===== src/rtl/hazard_unit_pipe.sv =====
// Hazard unit for the F/D/E/M/W pipeline: tracks E/M/W destination tags and
// produces operand forwarding selects, load-use stalls, flushes and event counts.

module hazard_fwd_lane #(
  parameter int AW    = 4,
  parameter int PCREG = 15
) (
  input  logic [AW-1:0] rae,
  input  logic          used_e,
  input  logic [AW-1:0] wa3m,
  input  logic          rw_m,
  input  logic [AW-1:0] wa3w,
  input  logic          rw_w,
  input  logic [AW-1:0] rad,
  input  logic          used_d,
  input  logic [AW-1:0] wa3e,
  output logic [1:0]    fwd,
  output logic          ld_hit
);
  localparam logic [AW-1:0] PC = AW'(PCREG);

  logic match_m, match_w;

  assign match_m = used_e & rw_m & (rae == wa3m) & (rae != PC);
  assign match_w = used_e & rw_w & (rae == wa3w) & (rae != PC);
  // M holds the younger result, so it wins over W
  assign fwd     = match_m ? 2'b10 : (match_w ? 2'b01 : 2'b00);
  assign ld_hit  = used_d & (rad == wa3e) & (rad != PC);
endmodule

module hazard_unit_pipe #(
  parameter int AW    = 4,
  parameter int NSRC  = 2,
  parameter int PCREG = 15,
  parameter int CNTW  = 16
) (
  input  logic               clk,
  input  logic               reset,
  input  logic [NSRC*AW-1:0] RAD,
  input  logic [NSRC-1:0]    SrcUsedD,
  input  logic [AW-1:0]      WA3D,
  input  logic               RegWriteD,
  input  logic               MemtoRegD,
  input  logic               PCSrcD,
  input  logic               BranchD,
  input  logic               CondExE,
  input  logic               CntClr,
  output logic [2*NSRC-1:0]  ForwardE,
  output logic               StallF,
  output logic               StallD,
  output logic               FlushD,
  output logic               FlushE,
  output logic               BranchTakenE,
  output logic [CNTW-1:0]    StallCnt,
  output logic [CNTW-1:0]    FlushCnt
);
  typedef struct packed {
    logic [NSRC-1:0][AW-1:0] ra;
    logic [NSRC-1:0]         used;
    logic [AW-1:0]           wa3;
    logic                    rw;
    logic                    m2r;
    logic                    pcs;
    logic                    br;
  } e_stage_t;

  typedef struct packed {
    logic [AW-1:0] wa3;
    logic          rw;
    logic          pcs;
  } mw_stage_t;

  e_stage_t  e_q, e_d;
  mw_stage_t m_q, w_q;
  logic [NSRC-1:0] ld_hit;
  logic ldr_stall, pc_wr_pending;

  genvar i;
  generate
    for (i = 0; i < NSRC; i++) begin : g_lane
      hazard_fwd_lane #(.AW(AW), .PCREG(PCREG)) u_lane (
        .rae    (e_q.ra[i]),
        .used_e (e_q.used[i]),
        .wa3m   (m_q.wa3),
        .rw_m   (m_q.rw),
        .wa3w   (w_q.wa3),
        .rw_w   (w_q.rw),
        .rad    (RAD[i*AW +: AW]),
        .used_d (SrcUsedD[i]),
        .wa3e   (e_q.wa3),
        .fwd    (ForwardE[2*i +: 2]),
        .ld_hit (ld_hit[i])
      );
    end
  endgenerate

  // Conservative: a predicated-off load still stalls its consumer
  assign ldr_stall     = e_q.m2r & e_q.rw & (|ld_hit);
  assign pc_wr_pending = PCSrcD | e_q.pcs | m_q.pcs;
  assign BranchTakenE  = e_q.br & CondExE;

  assign StallF = ldr_stall | pc_wr_pending;
  assign StallD = ldr_stall;
  assign FlushE = ldr_stall | BranchTakenE;
  assign FlushD = pc_wr_pending | w_q.pcs | BranchTakenE;

  always_comb begin
    e_d = '0;
    if (!FlushE) begin
      for (int k = 0; k < NSRC; k++) e_d.ra[k] = RAD[k*AW +: AW];
      e_d.used = SrcUsedD;
      e_d.wa3  = WA3D;
      e_d.rw   = RegWriteD;
      e_d.m2r  = MemtoRegD;
      e_d.pcs  = PCSrcD;
      e_d.br   = BranchD;
    end
  end

  always_ff @(posedge clk) begin
    if (reset) begin
      e_q      <= '0;
      m_q      <= '0;
      w_q      <= '0;
      StallCnt <= '0;
      FlushCnt <= '0;
    end else begin
      e_q     <= e_d;
      m_q.wa3 <= e_q.wa3;
      m_q.rw  <= e_q.rw & CondExE;
      m_q.pcs <= e_q.pcs & CondExE;
      w_q     <= m_q;
      if (CntClr)                          StallCnt <= '0;
      else if (ldr_stall && StallCnt != '1) StallCnt <= StallCnt + 1'b1;
      if (CntClr)                             FlushCnt <= '0;
      else if (BranchTakenE && FlushCnt != '1) FlushCnt <= FlushCnt + 1'b1;
    end
  end
endmodule


===== config.mk =====
export PLATFORM = sky130hd
export DESIGN_NAME = hazard_unit_pipe
export DESIGN_NICKNAME = d
export VERILOG_FILES = /design/src/rtl/hazard_unit_pipe.sv
export SDC_FILE = /design/constraint.sdc
export NUM_CORES = 1
export LEC_CHECK = 0
export BUFFER_PORTS_ARGS = -buffer_cell sky130_fd_sc_hd__buf_2
export CAP_MARGIN = 20
export CELL_PAD_IN_SITES_DETAIL_PLACEMENT = 1
export CELL_PAD_IN_SITES_GLOBAL_PLACEMENT = 2
export CORE_MARGIN = 5
export CORE_UTILIZATION = 29
export DETAILED_ROUTE_END_ITERATION = 16
export HOLD_SLACK_MARGIN = 0.06
export MAX_ROUTING_LAYER = met4
export PLACE_DENSITY_LB_ADDON = 0.1
export SLEW_MARGIN = 20
export SYNTH_ARGS = -nofsm -noshare
export SYNTH_HDL_FRONTEND = slang
export SYNTH_HIERARCHICAL = 1
export SYNTH_SLANG_ARGS = --single-unit
export TNS_END_PERCENT = 5

===== constraint.sdc =====
create_clock -name clk -period 2.1 [get_ports clk]
set_input_delay 0.42 -clock clk [delete_from_list [all_inputs] [get_ports clk]]
set_output_delay 0.42 -clock clk [all_outputs]
set_load 0.02 [all_outputs]

==> out/metrics.csv, run 1 <==
stage;metric;value;unit
placement;post_dp_cell_area;3350;um2
synth;ys_warn_count;6;
timing;rsz0062_at_grt;true;
route;avgViaCountPerCell;4.73;
floorplanning;io-pin-count;63;
route;wl_per_cell;14.4;um
clock_tree;htree_levels;3;
cells_and_area;drive_gt1_frac;0.302;
global_route;grt_remaining_overflow;0;
global_route;grtUsageMet3;0.0348;
synth;synth_top_area_frac;0.448;
clock_tree;clkSinkCount;62;
synth;synth-edff-count;0;
floorplanning;core;9280;um2
global_route;antenna_found_initial;0;
setup_path;crit_end;StallF;
route;drc;0;
route;finalWirelength;7640;um
cells_and_area;nNetsFinal;420;
timing;setup_viol;5;
timing;fmax;455;MHz
floorplanning;die_y;108;um
synth;synth-seq-cells;62;
placement;dp.cells;511;
clock_tree;root_buffer;clkbuf_8;
setup_path;critical_path_arrival;1780;ps
global_route;grtUsageMet2;0.237;
cells_and_area;final_area;3690;um2
floorplanning;start_util;0.299;
setup_path;cp-end-kind;output port;
min_path;hp-class;input port to register;
synth;ys_types;41;
placement;hpwl;5860;um
cells_and_area;stdcell_count;530;
cells_and_area;n_antenna_cell;0;
global_route;grt_pass1_wl;13000;um
timing;finalCriticalPeriod;2200;ps
global_route;use_met1;0.179;
global_route;gr-max-usage-layer;met2;
route;num_vias;2505;
setup_path;rr_startpoint;e_q[5];
clock_tree;clk_path_buf_depth;2;
outcome;failed_checks;setup timing;
cells_and_area;area_growth;33.3;%
timing;drv_slew;0;
synth;syn-num-nets;333;
floorplanning;num_rows;35;
cells_and_area;utilization;0.398;
power_and_ir_drop;irDropWorstVdd;0.278;mV
placement;gp_congestion;0.771;
timing;relSlewSlack;0.587;
synth;synth_commonest_cells;dfxtp_1 (62), nor2_1 (40), xnor2_1 (25);
global_route;grt_max_degree;29;
clock_tree;cts_buffers;9;
job;cap_viol_max_count;0;
synth;synthFlopType;dfxtp_1;
setup_path;worst-setup-path-type;register to output port;
clock_tree;clk_latency;340;ps
setup_path;startpoint_type;register;
outcome;status;finished with violations;
timing;period_share;1.05;
route;drt_pass1_iterations;6;
timing;fin_ws;-98.4;ps
timing;skew;9.05;ps
placement;io_buffers;62;
setup_path;r2r_cells;8;
global_route;track_usage;0.147;
setup_path;crit_start;e_q[5];
timing;tightest_slew;620;ps
route;ant_nets;0;
synth;synth_cells;309;
setup_path;required;1680;ps
power_and_ir_drop;powerDensity;688;nW/um2
timing;final_hold_viol_count;0;
synth;synthArstFlopShare;0;
synth;synth_area_leader_cell;dfxtp_1;
setup_path;r2r-end;StallCnt[15];
placement;pre_cts_ws;-338;ps
synth;synthesis.area;2770;um2
synth;syn_avg_cell_area;8.97;um2
floorplanning;die_area;11600;um2
route;drt_first_iter_violations;47;
synth;synth-seq-area-share;0.448;
synth;synth_area_leaders;dfxtp_1 (45%), xnor2_1 (7.9%), nor2_1 (5.4%), xor2_1 (5.4%), nand3_1 (4.3%);
timing;worst_hold_slack;273;ps
floorplanning;die_x;108;um
clock_tree;clk_pin_slew;70;ps
setup_path;ff2ff_setup_slack;-90;ps
global_route;grt_pass1_vias;2574;
power_and_ir_drop;cellLeakagePower;0.00148;uW
clock_tree;cts_tree;done;
synth;yosysMostFrequentCell;dfxtp_1;
setup_path;cp_max_fo;5;
-- area by class of cell --
class,count,area [um2]
multi-input combinational,237,1560
sequential,62,1250
clock buffer,13,149
clock inverter,3,67.6
tap,129,161
fill,1135,5590
timing repair buffer,84,494
inverter,2,7.51
-- state kept, by name, indices dropped and copies added, names as in the netlist --
signal and count:
StallCnt 16, m_q 6, w_q 6, e_q 18, FlushCnt 16
-- cells by family (layout without fill, tap and decap cells) --
logic type,after synthesis,after routing,share of synthesized area
adder cells (fa/ha/maj),2,2,0.00903
multiplexers,1,1,0.00361
buffers and inverters,10,102,0.0163
AO/OA/AOI/OAI,23,23,0.0479
flip-flops,62,62,0.448
AND/OR/NAND/NOR,169,169,0.343
XOR/XNOR,42,42,0.133
-- per-stage QoR --
step                TNS [ps]  total power, uW
CTS                     -990             2590
floorplan               -680             1340
global route           -1100             2670
global placement       -1240             1400
finish                  -380             2540
detailed placement     -1380             1410
-- timing repair --
item | in CTS | in global routing
cloned | 0 | 0
endpoints found under the setup margin | 9 | 16
gates resized for setup | 21 | 9
hold buffers | 0 | 0
buffers inserted | 3 | 0
pin swaps | 9 | 9
-- cell usage in the layout, fill, tap and decap left out, types with 12 or more instances in the layout --
cell type,count
and2_1,18
nand3_1,21
nand2_1,17
buf_4,22
xor2_1,17
dfxtp_1,59
xnor2_1,25
nand4_1,12
nor2_1,39
buf_2,59
-- how the worst min path moves through the flow --
stage | startpoint | end | slack (ps) | cells after the start
2_1_floorplan | m_q[0] | w_q[0] | 440 | 1
3_3_place_gp | m_q[0] | w_q[0] | 460 | 1
3_5_place_dp | m_q[0] | w_q[0] | 460 | 1
4_1_cts | WA3D[3] | e_q[7] | 260 | 2
5_1_grt | WA3D[1] | e_q[5] | 270 | 2
6_report | WA3D[3] | e_q[7] | 270 | 2
-- power by group --
| part | internal (uW) | switching (uW) |
|---|---|---|
| clock network | 703 | 456 |
| logic | 75.4 | 77.7 |
| registers | 1200 | 28.7 |
-- metal layers --
metal  vias up  wire length (um)
met4         0               132
met5         -                 0
met3        12               248
li1       1248                 -
met2        41              3790
met1      1204              3480
-- worst max-delay path, cell delays in order (launching register included) --
cell      delay [ps]
dfxtp_4          390
nand3_2           80
nand3_2           70
o21ai_1           50
and4_1           180
o211ai_1         230
buf_4            220
nand2_2           60
buf_6            140
No activity file was read; power rests on OpenSTA's default activity.
==> inputs of run 2 (changes only) <==
--- a/config.mk
+++ b/config.mk
@@ -9,12 +9,12 @@
 export CAP_MARGIN = 20
 export CELL_PAD_IN_SITES_DETAIL_PLACEMENT = 1
 export CELL_PAD_IN_SITES_GLOBAL_PLACEMENT = 2
-export CORE_MARGIN = 5
 export CORE_UTILIZATION = 29
 export DETAILED_ROUTE_END_ITERATION = 16
 export HOLD_SLACK_MARGIN = 0.06
 export MAX_ROUTING_LAYER = met4
 export PLACE_DENSITY_LB_ADDON = 0.1
+export RECOVER_POWER = 25
 export SLEW_MARGIN = 20
 export SYNTH_ARGS = -nofsm -noshare
 export SYNTH_HDL_FRONTEND = slang
==> run 2 against run 1 <==
Net effect:
- the run still ends with setup timing left
- hold slack improved by 10 ps
- critical path depth unchanged
- die area decreased by 14%
- register-to-register slack got worse by 60 ps
- clock skew shrank 1.6 ps
- utilization grew 0.54 points
- via count decreased by 1.3%
==> out/metrics.csv, run 2 (synthesized netlist as in run 1, its figures left out) <==
stage;metric;value;unit;change
outcome;status;finished with violations;;unchanged
outcome;failed_checks;setup timing;;unchanged
route;ant_nets;0;;unchanged
setup_path;ff2ff_setup_slack;-150;ps;was -90 ps
power_and_ir_drop;intPower;1970;uW;was 1980 uW
route;avgViaCountPerCell;4.63;;was 4.73
floorplanning;die_y;99.8;um;was 108 um
route;wl_met1;3770;um;was 3480 um
route;drt_first_iter_violations;42;;was 47
global_route;grt_pass1_wl;12500;um;was 13000 um
cells_and_area;top_regs;e_q: 18 flops, FlushCnt: 16 flops, StallCnt: 16 flops;;unchanged
clock_tree;clk_path_buf_depth;2;;unchanged
setup_path;worst-setup-path-type;register to register;;was register to output port
power_and_ir_drop;p_seq_frac;0.479;;was 0.484
timing;finalCriticalPeriod;2250;ps;was 2200 ps
placement;io_buffers;62;;unchanged
timing;period_share;1.07;;was 1.05
timing;rsz0062_at_grt;true;;unchanged
timing;fmax;445;MHz;was 455 MHz
route;finalWirelength;7580;um;was 7640 um
clock_tree;postCtsHoldBufs;0;;unchanged
route;drt_pass1_iterations;4;;was 6
setup_path;rr_startpoint;e_q[6];;was e_q[5]
setup_path;cp_slowest_cell;or4_4;;was dfxtp_4
timing;finalSetupTns;-556;ps;was -380 ps
global_route;antenna_found_initial;0;;unchanged
cells_and_area;drive_gt1_frac;0.286;;was 0.302
setup_path;r2r-end;StallCnt[15];;unchanged
job;cap_viol_max_count;0;;unchanged
setup_path;crit_end;StallCnt[15];;was StallF
cells_and_area;final_cell_mix;dfxtp_1 (58), buf_2 (48), nor2_1 (39), xnor2_1 (25);;was dfxtp_1 (59), buf_2 (59), nor2_1 (39), xnor2_1 (25), buf_4 (22)
cells_and_area;n_antenna_cell;0;;unchanged
route;drc;0;;unchanged
clock_tree;htree_levels;3;;unchanged
setup_path;cp-end-kind;register;;was output port
timing;tightest_slew;656;ps;was 620 ps
timing;final_hold_viol_count;0;;unchanged
clock_tree;clk_latency;340;ps;about the same
power_and_ir_drop;p_switching;594;uW;was 562 uW
cells_and_area;stdcell_count;534;;was 530
floorplanning;core;9240;um2;was 9280 um2
global_route;grt_remaining_overflow;0;;unchanged
timing;drv_slew;0;;unchanged
min_path;hp-start;WA3D[2];;was WA3D[3]
clock_tree;root_buffer;clkbuf_8;;unchanged
cells_and_area;largest-register;e_q;;unchanged
route;highest_layer;met4;;unchanged
route;wl_per_cell;14.2;um;was 14.4 um
power_and_ir_drop;irDropWorstVdd;0.263;mV;was 0.278 mV
floorplanning;num_rows;35;;unchanged
setup_path;cp_max_fo;5;;unchanged
placement;hpwl;5670;um;was 5860 um
timing;setup_viol;9;;was 5
clock_tree;cts_tree;done;;unchanged
placement;dp.cells;516;;was 511
route;wl_met2;3440;um;was 3790 um
power_and_ir_drop;switching_share;0.231;;was 0.221
setup_path;critical_path_arrival;2510;ps;was 1780 ps
placement;gp_congestion;0.779;;was 0.771
power_and_ir_drop;clkPwrFrac;0.460;;was 0.456
setup_path;cp.depth;8;;unchanged
power_and_ir_drop;powerDensity;689;nW/um2;was 688 nW/um2
setup_path;startpoint_type;register;;unchanged
cells_and_area;layout_commonest_cell;dfxtp_1;;
setup_path;required;2360;ps;was 1680 ps
timing;fin_ws;-145;ps;was -98.4 ps
floorplanning;die_x;99.8;um;was 108 um
timing;skew;7.42;ps;was 9.05 ps
setup_path;slowest_delay;440;ps;was 390 ps
power_and_ir_drop;p_comb_frac;0.061;;was 0.060
cells_and_area;nNetsFinal;424;;was 420
route;wl_met3;281;um;was 248 um
setup_path;cp_top_family;simple AND/OR/NAND/NOR gates;;was flip-flops
cells_and_area;area_growth;34.4;%;was 33.3%
setup_path;crit_start;e_q[6];;was e_q[5]
clock_tree;clkSinkCount;62;;unchanged
route;num_vias;2473;;was 2505
setup_path;path_buf_inv;0;;was 2
floorplanning;start_util;0.300;;was 0.299
cells_and_area;largest_reg_flops;18;;unchanged
setup_path;r2r_cells;8;;unchanged
setup_path;crit_path_cell_trace;xor2_1 > nor2_1 > and4_1 > o211ai_1 > or4_4 > or2_1 > or4_1 > a21oi_1;;was nand3_2 > nand3_2 > o21ai_1 > and4_1 > o211ai_1 > buf_4 > nand2_2 > buf_6
floorplanning;die_area;9950;um2;was 11600 um2
global_route;track_usage;0.168;;was 0.147
floorplanning;io-pin-count;63;;unchanged
timing;relSlewSlack;0.562;;was 0.587
clock_tree;clk_pin_slew;70;ps;about the same
min_path;hp-class;input port to register;;unchanged
power_and_ir_drop;cellLeakagePower;0.00147;uW;was 0.00148 uW
global_route;grt_max_degree;29;;unchanged
global_route;grt_pass1_vias;2476;;was 2574
clock_tree;cts_buffers;9;;unchanged
==> run 2: final cells by class <==
class                      count  area (um2)
clock buffer                  10         138
clock inverter                 6        85.1
fill                        1113        5510
inverter                       2        7.51
multi-input combinational    237        1570
sequential                    62        1250
tap                          129         161
timing repair buffer          88         510
==> run 2: how the worst min path moves through the flow <==
| stage | endpoint | slack (ps) | depth (start not counted) |
|---|---|---|---|
| 6_report | e_q[6] | 280 | 2 |
| 5_1_grt | e_q[6] | 280 | 2 |
| 4_1_cts | e_q[5] | 270 | 2 |
| 3_5_place_dp | w_q[0] | 460 | 1 |
| 3_3_place_gp | w_q[0] | 460 | 1 |
| 2_1_floorplan | w_q[0] | 440 | 1 |
==> run 2: worst reg2reg max path, stage by stage, from the launching register on <==
cell,delay [ps]
dfxtp_4,370
xor2_1,160
nor2_1,100
and4_1,190
o211ai_1,150
or4_4,440
or2_1,230
or4_1,390
a21oi_1,160
==> run 2: power groups by stage <==
stage	Combinational (uW)	Clock, uW	Sequential (uW)
after floorplan	91.2	0	1250
after global placement	152	0	1260
after detailed placement	153	0	1260
after CTS	156	1220	1230
after global routing	174	1280	1230
final	156	1180	1230
==> run 2: metrics by stage <==
stage | cell area (um2) | setup slack, ps | total power [uW] | util | hold slack [ps]
floorplan | 2770 | -96.5 | 1340 | - | 439
global placement | 3390 | -310 | 1410 | 0.366 | 465
detailed placement | 3390 | -358 | 1410 | 0.366 | 462
CTS | 3690 | -225 | 2610 | 0.399 | 267
global route | 3730 | -278 | 2680 | 0.403 | 275
finish | 3730 | -145 | 2570 | 0.403 | 283
==> run 2: timing repair <==
action	CTS	global route
pin swaps	3	7
resized for setup	20	13
endpoints found under the setup margin	15	16
cloned	0	0
setup buffers	1	1
endpoints found under the hold margin	0	0
==> run 2: per-layer routing <==
metal  track usage  vias up
li1              -     1255
met1         0.208     1167
met2         0.272       42
met3        0.0443        9
met4        0.0430        0
met5             -        -
==> inputs of run 3 (changes only) <==
--- a/config.mk
+++ b/config.mk
@@ -9,7 +9,7 @@
 export CAP_MARGIN = 20
 export CELL_PAD_IN_SITES_DETAIL_PLACEMENT = 1
 export CELL_PAD_IN_SITES_GLOBAL_PLACEMENT = 2
-export CORE_UTILIZATION = 29
+export CORE_UTILIZATION = 25
 export DETAILED_ROUTE_END_ITERATION = 16
 export HOLD_SLACK_MARGIN = 0.06
 export MAX_ROUTING_LAYER = met4
==> run 3 against run 2 <==
Net effect:
- the run still ends with setup timing left
- setup slack lost 180 ps
- fmax shrank 7.4%
- non-clock buffer count shrank 1
- clock-buffer cell count shrank 1
- via count shrank 1.5%
- wire length shrank 1.6%
- clock power shrank 14%
- largest power group unchanged
- utilization shrank 6.9 points
- sequential power is essentially flat
==> out/metrics.csv, run 3 (synthesized netlist as in run 1, its figures left out) <==
stage;metric;value;unit;change
cells_and_area;largest_reg_flops;18;;unchanged
setup_path;worst-setup-path-type;register to register;;unchanged
floorplanning;num_rows;38;;was 35
timing;skew;10.7;ps;was 7.42 ps
min_path;holdPathEnd;e_q[7];;was e_q[6]
setup_path;cp_max_fo;5;;unchanged
cells_and_area;area_growth;30.7;%;was 34.4%
global_route;grt_pass1_vias;2512;;was 2476
global_route;grt_remaining_overflow;0;;unchanged
route;drt_first_iter_violations;55;;was 42
timing;fin_ws;-325;ps;was -145 ps
route;avgViaCountPerCell;4.48;;was 4.63
power_and_ir_drop;powerDensity;660;nW/um2;was 689 nW/um2
cells_and_area;nNetsFinal;423;;was 424
setup_path;r2r_cells;9;;was 8
setup_path;required;2370;ps;was 2360 ps
route;ant_nets;0;;unchanged
clock_tree;cts_tree;done;;unchanged
route;highest_layer;met4;;unchanged
placement;dp.cells;526;;was 516
timing;drv_slew;0;;unchanged
timing;finalSetupTns;-1360;ps;was -556 ps
min_path;hp-start;WA3D[3];;was WA3D[2]
power_and_ir_drop;cellLeakagePower;0.00143;uW;was 0.00147 uW
cells_and_area;drive_gt1_frac;0.267;;was 0.286
clock_tree;postCtsHoldBufs;0;;unchanged
route;wl_met3;236;um;was 281 um
floorplanning;die_y;107;um;was 99.8 um
route;drc;0;;unchanged
clock_tree;clkSinkCount;62;;unchanged
route;finalWirelength;7460;um;was 7580 um
power_and_ir_drop;irDropWorstVdd;0.229;mV;was 0.263 mV
timing;worst_hold_slack;265;ps;was 283 ps
timing;fmax;412;MHz;was 445 MHz
cells_and_area;layout_commonest_cell;dfxtp_1;;unchanged
placement;hpwl;5800;um;was 5670 um
setup_path;startpoint_type;register;;unchanged
global_route;track_usage;0.146;;was 0.168
route;wl_met2;3330;um;was 3440 um
global_route;grt_max_degree;29;;unchanged
route;wl_per_cell;13.7;um;was 14.2 um
outcome;failed_checks;setup timing;;unchanged
outcome;status;finished with violations;;unchanged
clock_tree;htree_levels;3;;unchanged
job;cap_viol_max_count;0;;unchanged
min_path;hp-class;input port to register;;unchanged
timing;period_share;1.15;;was 1.07
clock_tree;clk_path_buf_depth;2;;unchanged
timing;tightest_slew;627;ps;was 656 ps
floorplanning;start_util;0.256;;was 0.300
global_route;grt_pass1_wl;12500;um;about the same
floorplanning;io-pin-count;63;;unchanged
timing;finalCriticalPeriod;2430;ps;was 2250 ps
setup_path;r2r-end;StallCnt[15];;unchanged
placement;gp_congestion;0.733;;was 0.779
setup_path;rr_startpoint;e_q[6];;unchanged
timing;rsz0062_at_grt;true;;unchanged
setup_path;ff2ff_setup_slack;-330;ps;was -150 ps
floorplanning;die_x;107;um;was 99.8 um
cells_and_area;largest-register;e_q;;unchanged
cells_and_area;top_regs;e_q: 18 flops, FlushCnt: 16 flops, StallCnt: 16 flops;;unchanged
cells_and_area;n_antenna_cell;0;;unchanged
floorplanning;core;10800;um2;was 9240 um2
route;wl_met1;3820;um;was 3770 um
clock_tree;clk_pin_slew;90;ps;was 70 ps
clock_tree;clk_latency;350;ps;was 340 ps
min_path;hold_path_depth;2;;unchanged
clock_tree;root_buffer;clkbuf_8;;unchanged
placement;io_buffers;62;;unchanged
timing;final_hold_viol_count;0;;unchanged
clock_tree;cts_buffers;9;;unchanged
setup_path;cp-end-kind;register;;unchanged
timing;setup_viol;7;;was 9
floorplanning;die_area;11500;um2;was 9950 um2
setup_path;critical_path_arrival;2690;ps;was 2510 ps
setup_path;crit_start;e_q[6];;unchanged
cells_and_area;stdcell_count;544;;was 534
route;num_vias;2435;;was 2473
cells_and_area;final_cell_mix;dfxtp_1 (58), buf_2 (51), nor2_1 (39), xnor2_1 (24), buf_4 (24);;was dfxtp_1 (58), buf_2 (48), nor2_1 (39), xnor2_1 (25)
global_route;antenna_found_initial;0;;unchanged
timing;relSlewSlack;0.582;;was 0.562
route;drt_pass1_iterations;4;;unchanged
==> run 3: cell types whose count changed in the layout (fill, tap and decap cells not counted), moves of 3 or more <==
cell    before  now
buf_2       48   51
buf_6        4    0
inv_6        0    4
nor3_1      10   13
==> run 3: worst max-delay path by stage <==
stage	cells past startpoint	slack [ps]	endpoint
final	9	-330	StallCnt[15]
after floorplan	8	-100	StallCnt[15]
after detailed placement	9	-390	StallCnt[15]
after global placement	9	-320	StallCnt[15]
after CTS	9	-350	StallCnt[15]
after global routing	9	-470	StallCnt[15]
==> run 3: metal layers <==
| layer | track usage | up-vias |
|---|---|---|
| met1 | 0.191 | 1124 |
| met4 | 0.0558 | 0 |
| li1 | - | 1255 |
| met5 | - | - |
| met3 | 0.0345 | 8 |
| met2 | 0.218 | 48 |
==> run 3: stage by stage <==
| step | setup slack, ps | cell area [um2] | power, uW | utilization |
|---|---|---|---|---|
| finish | -325 | 3620 | 2390 | 0.334 |
| global route | -472 | 3620 | 2520 | 0.334 |
| CTS | -349 | 3600 | 2450 | 0.332 |
| detailed placement | -391 | 3390 | 1410 | 0.313 |
| global placement | -324 | 3390 | 1410 | 0.313 |
| floorplan | -96.5 | 2770 | 1340 | - |
==> run 3: final cells by class <==
| type | count | area (um2) |
|---|---|---|
| clock buffer | 9 | 124 |
| clock inverter | 7 | 62.6 |
| fill | 1305 | 7220 |
| inverter | 2 | 7.51 |
| multi-input combinational | 237 | 1520 |
| sequential | 62 | 1250 |
| tap | 140 | 175 |
| timing repair buffer | 87 | 480 |
==> run 3: critical path: stages (launching register included) <==
cell      delay, ps
dfxtp_4         370
xor2_1          160
nor2_1           90
and4_1          170
o211ai_1        140
buf_4           170
or4_4           470
or2_1           230
or4_1           400
a21oi_1         140
==> run 3: what timing repair did <==
action                     CTS  global route
setup endpoints to repair   15            16
hold endpoints to repair     0             0
resized for setup            5            11
buffers inserted             2             0
pin swaps                    5             5
==> run 3: report_power, final <==
group          internal [uW]  switching [uW]  total (uW)
logic                   71.5            74.5         146
registers               1200            28.0        1230
clock network            455             561        1020
total                   1730             664        2390
